===== config.mk =====
export PLATFORM = sky130hd
export DESIGN_NAME = color_blob_tracker
export DESIGN_NICKNAME = d
export VERILOG_FILES = /design/src/rtl/color_blob_tracker.sv
export SDC_FILE = /design/constraint.sdc
export NUM_CORES = 1
export LEC_CHECK = 0
export CAP_MARGIN = 25
export CORE_ASPECT_RATIO = 1.5
export CORE_MARGIN = 2
export CORE_UTILIZATION = 45
export CTS_BUF_LIST = sky130_fd_sc_hd__clkbuf_4 sky130_fd_sc_hd__clkbuf_8
export DETAILED_ROUTE_END_ITERATION = 8
export GPL_TIMING_DRIVEN = 0
export PLACE_DENSITY = 0.67
export SYNTH_ARGS = -nofsm -noshare
export SYNTH_HDL_FRONTEND = slang
export SYNTH_SLANG_ARGS = --single-unit

===== constraint.sdc =====
create_clock -name vga_clk -period 2.68 [get_ports vga_clk]
set_input_delay 0.268 -clock vga_clk [delete_from_list [all_inputs] [get_ports vga_clk]]
set_output_delay 0.268 -clock vga_clk [all_outputs]
set_load 0.1 [all_outputs]

===== src/rtl/color_blob_tracker.sv =====
// color_blob_tracker
//   Counts in-band ("hit") pixels of the filtered video, together with their
//   row/column sums and bounding box. At each vertical-sync falling edge it
//   snapshots the frame statistics, computes the centroid with two parallel
//   restoring dividers and publishes the results for downstream logic.
//   Optional feature macro: COLOR_BLOB_CROSSHAIR_EN draws a red crosshair
//   over the published centroid. When it is undefined, video passes through.
module color_blob_tracker #(
    parameter int MIN_PIXELS = 64,
    parameter int H_ACT      = 640,
    parameter int V_ACT      = 480
) (
    input  logic        vga_clk,
    input  logic        reset_n,
    input  logic [7:0]  pix_R,
    input  logic [7:0]  pix_G,
    input  logic [7:0]  pix_B,
    input  logic [12:0] row,
    input  logic [12:0] col,
    input  logic        VGA_VS,
    output logic [7:0]  o_R,
    output logic [7:0]  o_G,
    output logic [7:0]  o_B,
    output logic [9:0]  cent_row,
    output logic [9:0]  cent_col,
    output logic [9:0]  bb_top,
    output logic [9:0]  bb_bot,
    output logic [9:0]  bb_left,
    output logic [9:0]  bb_right,
    output logic [18:0] pix_count,
    output logic        obj_valid,
    output logic        frame_done
);

    localparam int CNT_W     = 19;
    localparam int SUM_W     = 28;
    localparam int SUM_X     = SUM_W + 1;
    localparam int REM_X     = CNT_W + 1;
    localparam int DIV_ITERS = 28;

    typedef enum logic [1:0] {ACCUM, DIVIDE, PUBLISH} state_t;

    state_t state, next_state;

    // Frame accumulators
    logic [CNT_W-1:0] cnt;
    logic [SUM_W-1:0] sum_r, sum_c;
    logic [9:0]       min_row, max_row, min_col, max_col;

    // Snapshot / divider work registers
    logic [CNT_W-1:0] w_cnt;
    logic             w_valid;
    logic [SUM_W-1:0] q_r, q_c;
    logic [CNT_W-1:0] rem_r, rem_c;
    logic [9:0]       w_min_row, w_max_row, w_min_col, w_max_col;
    logic [4:0]       iter;

    logic vs_d;

    // Pixel classification
    logic [23:0] pix;
    logic        in_active, is_marker, hit;

    assign pix       = {pix_R, pix_G, pix_B};
    assign in_active = (row < 13'(V_ACT)) && (col < 13'(H_ACT));
    assign is_marker = (pix == 24'hFFFFFF) || (pix == 24'h00FF00) || (pix == 24'h0000FF);
    assign hit       = in_active && !is_marker;

    // Frame edge and the decision whether the snapshot is worth dividing
    logic frame_edge, start, snap_valid, div_last;

    assign frame_edge = !VGA_VS && vs_d;
    assign start      = frame_edge && (state == ACCUM);
    assign snap_valid = (cnt >= CNT_W'(MIN_PIXELS)) && (cnt != '0);
    assign div_last   = (iter == 5'(DIV_ITERS - 1));

    // Saturating accumulator arithmetic
    logic [SUM_X-1:0] sum_r_add, sum_c_add;

    assign sum_r_add = {1'b0, sum_r} + SUM_X'(row);
    assign sum_c_add = {1'b0, sum_c} + SUM_X'(col);

    // One restoring-division step for each of the two dividers
    logic [REM_X-1:0] sh_r, sh_c, diff_r, diff_c;
    logic             ge_r, ge_c;

    assign sh_r   = {rem_r, q_r[SUM_W-1]};
    assign sh_c   = {rem_c, q_c[SUM_W-1]};
    assign ge_r   = sh_r >= {1'b0, w_cnt};
    assign ge_c   = sh_c >= {1'b0, w_cnt};
    assign diff_r = sh_r - {1'b0, w_cnt};
    assign diff_c = sh_c - {1'b0, w_cnt};

    // Top difference bit is zero whenever it is selected (remainder < divisor).
    logic unused_bits;
    assign unused_bits = ^{diff_r[REM_X-1], diff_c[REM_X-1]};

    // Register VGA_VS so its falling edge can be detected
    always_ff @(posedge vga_clk) begin
        // NOTE: sequential state always uses non-blocking (<=) so every
        // register samples the pre-edge values of the others.
        if (!reset_n) vs_d <= 1'b0;
        else          vs_d <= VGA_VS;
    end

    // FSM state register
    always_ff @(posedge vga_clk) begin
        if (!reset_n) state <= ACCUM;
        else          state <= next_state;
    end

    // FSM next-state logic
    always_comb begin
        // NOTE: default first so no path through the case leaves next_state
        // unassigned, which would infer a latch.
        next_state = state;
        unique case (state)
            ACCUM:   if (frame_edge) next_state = snap_valid ? DIVIDE : PUBLISH;
            DIVIDE:  if (div_last)   next_state = PUBLISH;
            PUBLISH: next_state = ACCUM;
            default: next_state = ACCUM;
        endcase
    end

    // Per-frame accumulation of hit count, coordinate sums and bounding box
    always_ff @(posedge vga_clk) begin
        if (!reset_n || start) begin
            cnt     <= '0;
            sum_r   <= '0;
            sum_c   <= '0;
            min_row <= 10'h3FF;
            min_col <= 10'h3FF;
            max_row <= '0;
            max_col <= '0;
        end else if (hit) begin
            if (cnt != '1) cnt <= cnt + 1'b1;
            sum_r <= sum_r_add[SUM_W] ? '1 : sum_r_add[SUM_W-1:0];
            sum_c <= sum_c_add[SUM_W] ? '1 : sum_c_add[SUM_W-1:0];
            if (row[9:0] < min_row) min_row <= row[9:0];
            if (row[9:0] > max_row) max_row <= row[9:0];
            if (col[9:0] < min_col) min_col <= col[9:0];
            if (col[9:0] > max_col) max_col <= col[9:0];
        end
    end

    // Snapshot at the frame edge, then one quotient bit per DIVIDE cycle
    always_ff @(posedge vga_clk) begin
        if (!reset_n) begin
            w_cnt     <= '0;
            w_valid   <= 1'b0;
            q_r       <= '0;
            q_c       <= '0;
            rem_r     <= '0;
            rem_c     <= '0;
            iter      <= '0;
            w_min_row <= '0;
            w_max_row <= '0;
            w_min_col <= '0;
            w_max_col <= '0;
        end else if (start) begin
            w_cnt     <= cnt;
            w_valid   <= snap_valid;
            q_r       <= sum_r;
            q_c       <= sum_c;
            rem_r     <= '0;
            rem_c     <= '0;
            iter      <= '0;
            w_min_row <= min_row;
            w_max_row <= max_row;
            w_min_col <= min_col;
            w_max_col <= max_col;
        end else if (state == DIVIDE) begin
            q_r   <= {q_r[SUM_W-2:0], ge_r};
            q_c   <= {q_c[SUM_W-2:0], ge_c};
            rem_r <= ge_r ? diff_r[CNT_W-1:0] : sh_r[CNT_W-1:0];
            rem_c <= ge_c ? diff_c[CNT_W-1:0] : sh_c[CNT_W-1:0];
            iter  <= iter + 1'b1;
        end
    end

    // Publish registered results; centroid and box only on a valid frame
    always_ff @(posedge vga_clk) begin
        if (!reset_n) begin
            cent_row   <= '0;
            cent_col   <= '0;
            bb_top     <= '0;
            bb_bot     <= '0;
            bb_left    <= '0;
            bb_right   <= '0;
            pix_count  <= '0;
            obj_valid  <= 1'b0;
            frame_done <= 1'b0;
        end else begin
            frame_done <= 1'b0;
            if (state == PUBLISH) begin
                frame_done <= 1'b1;
                pix_count  <= w_cnt;
                obj_valid  <= w_valid;
                if (w_valid) begin
                    cent_row <= q_r[9:0];
                    cent_col <= q_c[9:0];
                    bb_top   <= w_min_row;
                    bb_bot   <= w_max_row;
                    bb_left  <= w_min_col;
                    bb_right <= w_max_col;
                end
            end
        end
    end

`ifdef COLOR_BLOB_CROSSHAIR_EN
    // Crosshair: +/-8 pixel arms around the published centroid
    logic [13:0] row_x, col_x, cr_x, cc_x;
    logic        near_row, near_col, on_cross;

    assign row_x    = {1'b0, row};
    assign col_x    = {1'b0, col};
    assign cr_x     = {4'b0, cent_row};
    assign cc_x     = {4'b0, cent_col};
    assign near_row = (row_x + 14'd8 >= cr_x) && (row_x <= cr_x + 14'd8);
    assign near_col = (col_x + 14'd8 >= cc_x) && (col_x <= cc_x + 14'd8);
    assign on_cross = obj_valid && in_active &&
                      (((row_x == cr_x) && near_col) || ((col_x == cc_x) && near_row));

    assign {o_R, o_G, o_B} = on_cross ? 24'hFF0000 : pix;
`else
    // Pure pass-through video
    assign {o_R, o_G, o_B} = pix;
`endif

endmodule

Word-level counts from Yosys, hierarchy flattened:

Cells that the tools add are included.
W data, S select, Z words.

* register bits after elaboration: 358
* input port bits: 53
* output and inout bits: 105
* word-level logic and storage cells: 89

* $add $sub $neg: 6
* magnitude comparators: 9
* eq/ne operators: 9
* multiplexer cells: 13
* bitwise operators: 1
* reduce and logical (&&, ||, !) cells: 22

Operator list (count)
* $mux W28: 6
* $add A28 B13 Y29: 2
* $ge A20 B19 Y1: 2
* $mux W19: 2
* $sub A19 B19 Y19: 2
* $eq A24 B16 Y1 const B: 1
* $eq A24 B24 Y1 const B: 1
* $eq A24 B8 Y1 const B: 1
* $gt A10 B10 Y1: 2
* $lt A10 B10 Y1: 2
* $add A19 B1 Y19 const B: 1
* $ge A19 B7 Y1 const B: 1
* $ne A19 B19 Y1 const B: 1
* $reduce_bool A19 Y1: 1
* $reduce_and A2 Y1: 7
* $lt A13 B10 Y1 const B: 1
* $lt A13 B9 Y1 const B: 1
* $mux W2: 3
* $add A5 B1 Y5 const B: 1
* $eq A5 B5 Y1 const B: 1
* $logic_and A1 B1 Y1: 5
* $ne A2 B2 Y1 const B: 2
* $pmux W2 S2: 1
* $logic_not A1 Y1: 3
* 8 further kinds: 10

Depth between registers and ports, before layout:

* depth in word-level cells: 6
* depth in mapped cells: 13
* mapped depth without buffers: 11

Least setup slack after synthesis:

No wires, ideal clock.

* kind: reg-to-reg
* start: reg sum_r[0]
* end: reg sum_r[25]
* setup time: 132 ps
* arrival time: 2416 ps
* data required time: 2548 ps
* setup slack: 132 ps
* cell stages (with the launch flop): 11
* path buffers: 0
* path through: dfxtp_1 > ha_1 > fa_1 > a21o_1 > a211oi_1 > o211ai_1 > a211oi_2 > nor3b_2 > nand2b_1 > nand4b_1 > nor3b_1

* longest elaborated chain between the ends: 2

RTL lines
* start, declared: line 47 `logic [SUM_W-1:0] sum_r, sum_c;`
* start signal, assigned: line 137 `sum_r <= sum_r_add[SUM_W] ? '1 : sum_r_add[SUM_W-1:0];`
* $add A28 B13 Y29: line 80 `assign sum_r_add = {1'b0, sum_r} + SUM_X'(row);`
* $mux W28: line 137

Every way passes these cells.
A chain may end at the register's enable or synchronous reset.

Final worst setup path:

* start: reg w_cnt[1]
* end: reg rem_r[11]

* longest elaborated chain between the ends: 2

RTL lines
* start, declared: line 51 `logic [CNT_W-1:0] w_cnt;`
* start signal, assigned: line 161 `w_cnt <= cnt;`
* $sub A19 B19 Y19 / $ge A20 B19 Y1 (equally long branches): line 91, 89
* $mux W19 (*): line 175 `rem_r <= ge_r ? diff_r[CNT_W-1:0] : sh_r[CNT_W-1:0];`
* end signal, assigned: line 175
* end, declared: line 54 `logic [CNT_W-1:0] rem_r, rem_c;`

Mark *: on every way between the ends. The rest lies on a longest branch, timed or not.

==> run summary <==
Count leader, synth = nand2_1
Clock-pin slew on the worst setup and hold paths = 80 ps
Vias in the first global route = 16,600
Leak = 0.00834 µW
Htree depth = 2
Top FF cell, synth = dfxtp_1
# setup viols final = 0
DIE AREA = 41,200 µm²
Setup CP Type = reg -> reg
Area contributors post-synth = dfxtp_1 (40%), nand2_1 (8.9%), a21oi_1 (8.2%)
Most instantiated cells after synthesis = nand2_1 (421), dfxtp_1 (358), a21oi_1 (292), nor2_1 (122), ha_1 (105)
Die Ht = 248 µm
Master of the slowest instance on the critical path = dfxtp_4
Starting density of the core = 45.4%
Worst Hold Slack = 232 ps
Remaining DRCs = 0
CP required = 3220 ps
CP endpoint kind = flip-flop
Fin. Hold Viols = 0
TritonCTS clock tree = done
CP Max Fanout = 5
Clock tree buffer depth = 3
Clock network latency to the later pin of the worst-skew pair = 650 ps
Cell area power density = 511 nW/µm²
Largest area contributor in the netlist = dfxtp_1
Post-CTS Hold Buffers = 0
Placer congestion estimate = 0.929
Tcrit/Tclk final = 98.6%
Max Cap Viol = 0
Avg Inst Size Synth = 8.23 µm²
Slew Limit Headroom = 30.8%
HPWL Detailed = 40,900 µm
Total grt overflow = 0
Fmax = 379 MHz
Number of port buffers = 157
Post-DP Area = 20,000 µm²
I/O pins = 158
P&R area growth vs syn = 25.0%
Share of post-route cells with drive strength above 1 = 13.0%
Pins Over Slew Limit = 0
Tot Pwr = 11,400 µW
Avg WL per Cell = 18.7 µm
RSZ-0062 raised after global routing = true
Layout fillers = 3,638
WP buf/inv = 1
Clock skew = 38.0 ps
Mapped Cells = 2,164
Routed Antenna Nets = 0
Post-synthesis cell type count = 85
Period minus WS final = 2640 ps
Sequential cell area fraction in the yosys report = 40.3%
Status = complete, no violations
Critical Path, Cell by Cell = inv_4 > ha_4 > nor2b_1 > o31a_1 > o311ai_4 > nand2_1 > o41ai_2 > xnor2_1 > mux2i_1 > a211oi_1
Gr usage total = 25.8%
Util after Layout = 56.8%
Initial antenna violation count = 1
Synth top area share = 40.3%
Hold Crit Class = in -> reg
Core ar. = 39,200 µm²
Clk sinks = 358
First-pass GRT wire length = 85,300 µm
Synth Register Bits = 358
Worst path max stage delay = 420 ps
Yosys Warn Count = 0
Family with the most delay on the worst path = compound AO/OA/AOI/OAI gates
Area of the mapped netlist = 17,800 µm²
Largest net degree at the start of global routing = 17
DR iter-0 viols = 970
Drt pass-1 iters = 5
Syn_nets = 2,326
Post-synth EDFFs = 0
CTS buffer count = 56
Slew @ Worst Pin = 1030 ps
Peak supply drop = 329 µV
Post-route setup TNS = 0 ps
Fin nets = 2,576
Post-route cell area = 22,200 µm²
Fraction of registers with async set/reset = 0%
DR vias = 16,700
CTS root buf = clkbuf_8
Routed wire length = 55,400 µm
CP startpoint kind = flip-flop
Die width = 166 µm
Worst EP arrival = 3180 ps
Rows = 89
Vias/cell = 5.65
path summary, 6_finish.rpt:
check	from	endpoint	slack [ps]	depth (start not counted)
setup / recovery	w_cnt[1]	rem_r[11]	40	10
hold / removal	VGA_VS	vs_d	230	2
setup reg to reg	w_cnt[1]	rem_r[11]	40	10
hold reg to reg	min_col[6]	w_min_col[6]	450	2
registers in the layout (all words and copies together), names as in the netlist, 10 cells and up:
name	flops
bb_bot	10
bb_left	10
bb_right	10
bb_top	10
cent_col	10
cent_row	10
cnt	19
max_col	10
max_row	10
min_col	10
min_row	10
pix_count	19
q_c	28
q_r	28
rem_c	19
rem_r	19
sum_c	28
sum_r	28
w_cnt	19
w_max_col	10
w_max_row	10
w_min_col	10
w_min_row	10
worst register-to-register path, stage by stage (launching register included):
cell,delay [ps]
dfxtp_4,420
inv_4,70
ha_4,240
nor2b_1,140
o31a_1,340
o311ai_4,330
nand2_1,130
o41ai_2,390
xnor2_1,170
mux2i_1,100
a211oi_1,220
where the power goes:
part | total, µW | switching [µW] | internal [µW]
logic | 748 | 521 | 227
clock network | 5270 | 2260 | 3010
registers | 5350 | 12.3 | 5340
total | 11400 | 2790 | 8570
layout by cell type (no fill, tap or decap), types with 39 or more instances in the layout:
| master | netlist | layout |
|---|---|---|
| nor2_1 | 122 | 121 |
| a21oi_1 | 292 | 284 |
| mux2i_1 | 47 | 47 |
| xnor2_1 | 40 | 40 |
| xor2_1 | 39 | 39 |
| o21ai_0 | 71 | 66 |
| clkbuf_1 | 95 | 89 |
| clkdlybuf4s50_1 | 0 | 156 |
| dfxtp_1 | 358 | 347 |
| buf_4 | 26 | 53 |
| inv_1 | 78 | 65 |
| clkbuf_8 | 0 | 71 |
| ha_1 | 105 | 82 |
| a22oi_1 | 56 | 56 |
| nand2_1 | 421 | 419 |
timing repair:
item / 4_1_cts / 5_1_grt
gates cloned: 1 / 1
endpoints found under the hold margin: 0 / 0
gates resized for setup: 57 / 93
pin swaps: 14 / 39
buffers inserted: 12 / 20
setup endpoints to repair: 98 / 111
routing by layer:
metal	wire, µm	global-route usage (%)	vias up	part of all wire [%]
met5	0	0	-	0
met4	3570	17.2	0	6.4
met3	2600	4.07	178	4.7
met2	27700	47.2	522	50
met1	21600	27.4	7955	39
li1	-	-	8083	-
through the flow:
step / instances / worst slack, ps
6_report: 2962 / 38.0
5_1_grt: 2962 / -85.5
4_1_cts: 2941 / 2.68
3_5_place_dp: 2823 / -1040
3_3_place_gp: 2821 / -1250
2_1_floorplan: 2164 / 132
final cells by class:
cell class | instances | area (µm²) | area share, %
clock buffers | 94 | 1150 | 5.17
diodes | 1 | 2.50 | 0.0112
well taps | 500 | 626 | 2.81
multi-input cells | 1584 | 10200 | 45.8
inverters | 79 | 307 | 1.38
flip-flops and latches | 358 | 7190 | 32.3
repair buffers | 192 | 1890 | 8.49
clock inverters | 11 | 153 | 0.686
plain buffers | 143 | 742 | 3.34
cell families after synthesis:
logic type | share of synthesized area (%)
fa+ha+maj | 7.83
simple gates | 19.0
xor+xnor | 3.89
mux | 2.71
flops | 40.3
buf+inv | 5.55
compound gates | 20.8
No activity file was read; power rests on OpenSTA's default activity.
==> edit (config.mk and constraints unchanged) <==
Re-encode `state_t` (3 states) as one-hot, 3 bits wide.
--- a/src/rtl/color_blob_tracker.sv
+++ b/src/rtl/color_blob_tracker.sv
@@ -38,7 +38,7 @@
     localparam int REM_X     = CNT_W + 1;
     localparam int DIV_ITERS = 28;
 
-    typedef enum logic [1:0] {ACCUM, DIVIDE, PUBLISH} state_t;
+    typedef enum logic [2:0] {ACCUM = 3'b001, DIVIDE = 3'b010, PUBLISH = 3'b100} state_t;
 
     state_t state, next_state;
 
Behaviour: same outputs for any inputs over 4 cycles, from zero or initial values and one cycle with reset_n low; so few cycles prove little.
==> edit against the unedited design <==
Hold slack lost 51 ps; combinational power rose by 3.1%; power decreased by 2.3%; non-clock buffer count is 1 lower; fmax down 0.96%; setup slack worse by 26 ps; sequential cell count grew 1; routed wire length increased by 0.64%; synthesized area is 3.1% higher; design area up 2.0%; utilization fell by 0.30 points; critical endpoint is now sum_r[10]; largest cell class unchanged.
==> edit: results (changes against the unedited design) <==
- The met1 usage came to 0.283 (+0.00948).
- The placed standard-cell area is 0.0206 sq mm (+2.7%).
- The worst slack at placement is -1050 ps (-7.84 ps).
- The number of nets produced by synthesis is 2,282 (-1.9%).
- The number of global-route vias before repair is 16.3k (-1.5%).
- The data-path buffer share of cell area in the final layout was 0.114 (-0.00439).
- The placer congestion estimate is 0.913 (-1.7%).
- The wire length on met1 is 21.3 mm (-1.0%).
- The net count of the finished layout came to 2,529 (-1.8%).
- The global-route wire length before repair is 86.4 mm (+1.3%).
- The fraction of met2 tracks used by global routing is 0.473 (+0.00126).
- The worst max-slew margin expressed relative to the limit is 0.306 (-0.00190).
- The sequential-to-total area share from yosys stat is 0.391 (-0.0112).
- The number of inserted filler cells in the final layout is 3,633 (-0.14%).
- The fraction of area in multi-input gates is 0.474 (+0.0160).
- The overall global routing resource usage is 0.256 (-0.00177).
- By area the synthesized netlist is led by dfxtp_1 39%, nand2_1 7.3%, ha_1 7.2%.
- The netlist area before placement is 0.0184 sq mm (+3.1%).
- The highest net fanout along the worst path was 4 (-1).
- The part of the power in registers is 0.483 (+0.012).
- The final sequential cell count is 359 (+0.28%).
- The initial antenna violation count was 2 (+1).
- The total length of routed met2 wires is 28.3 mm (+2.3%).
- The mean area per synthesized cell is 8.66 sq um (+5.3%).
- The top layer used by detailed routing is met5.
- The placed instance count is 2,783 (-1.4%).
- The layout clock buffer count is 83 (-12%).
- The pin count of the biggest net entering global routing was 15 (-2).
- The iteration-0 DRC count of the detailed router was 1,036 (+6.8%).
- The average vias per placed instance is 5.73 (+1.4%).
- The layout inverter count without the clock tree is 80 (+1.3%).
- The first-pass iteration count of the detailed router is 9 (+4).
- The area used by sequential logic in the layout is 0.00720 sq mm (+0.26%).
- The share of synthesized registers carrying an async set or reset is 0 (unchanged).
- The number of multi-input combinational cells is 1,538 (-2.9%).
- The flow ran to the end, and the final reports show no timing, DRC or antenna violations.
- The post-detailed-route wirelength per cell came to 19.1 um (+2.3%).
- The final worst clock skew was 25.3 ps (-12.7 ps).
- The maximum resistive drop on vdd is 0.447 mV (+36%).
- The clock buffer and inverter area fraction after layout came to 0.0530 (-0.00552).
- The arrival time reported for the critical path endpoint is 3160 ps (-20 ps).
- The wire length on met3 was 3.09 mm (+19%).
- The cell type of the slowest stage on the worst timing path is fa_2.
- The total via count in the routed design is 16.7k (-0.22%).
- The clock distribution power was 4.97 mW (-5.7%).
- The detailed placement HPWL is 41.8 mm (+2.3%).
- The count of unique library cells instantiated by Yosys is 78 (-8.2%).
- The biggest cell delay along the critical path was 370 ps (-50 ps).
- The internal power contribution is 8.40 mW (-2.0%).
- In the synthesized netlist, the cells that appear most often are 359 x dfxtp_1, 357 x nand2_1, 143 x a21boi_0, 116 x a21oi_1, 111 x nor2_1.
- The multi-input logic area is 0.0108 sq mm (+5.6%).
==> edit: path summary, 6_finish.rpt <==
kind / from / to / slack (ps) / cells past startpoint
min: row[0] / max_row[0] / 180 / 3
max: sum_r[0] / sum_r[10] / 10 / 11
min reg2reg: bb_bot[7] / bb_bot[7] / 460 / 2
max reg2reg: sum_r[0] / sum_r[10] / 10 / 11
==> edit: cell families (layout without fill, tap and decap cells) <==
kind of cell	count (synthesis)	count (layout)	synth area share
simple gates	731	731	0.189
compound gates	589	590	0.236
flops	359	359	0.391
buf+inv	224	511	0.0542
fa+ha+maj	109	109	0.0759
xor+xnor	78	78	0.0372
mux	30	30	0.0164
other cells	0	1	0
==> edit: repair_timing <==
item	4_1_cts	5_1_grt
gates cloned	0	2
buffers inserted	10	23
endpoints found under the setup margin	165	118
resized for setup	71	82
pin swaps	11	43
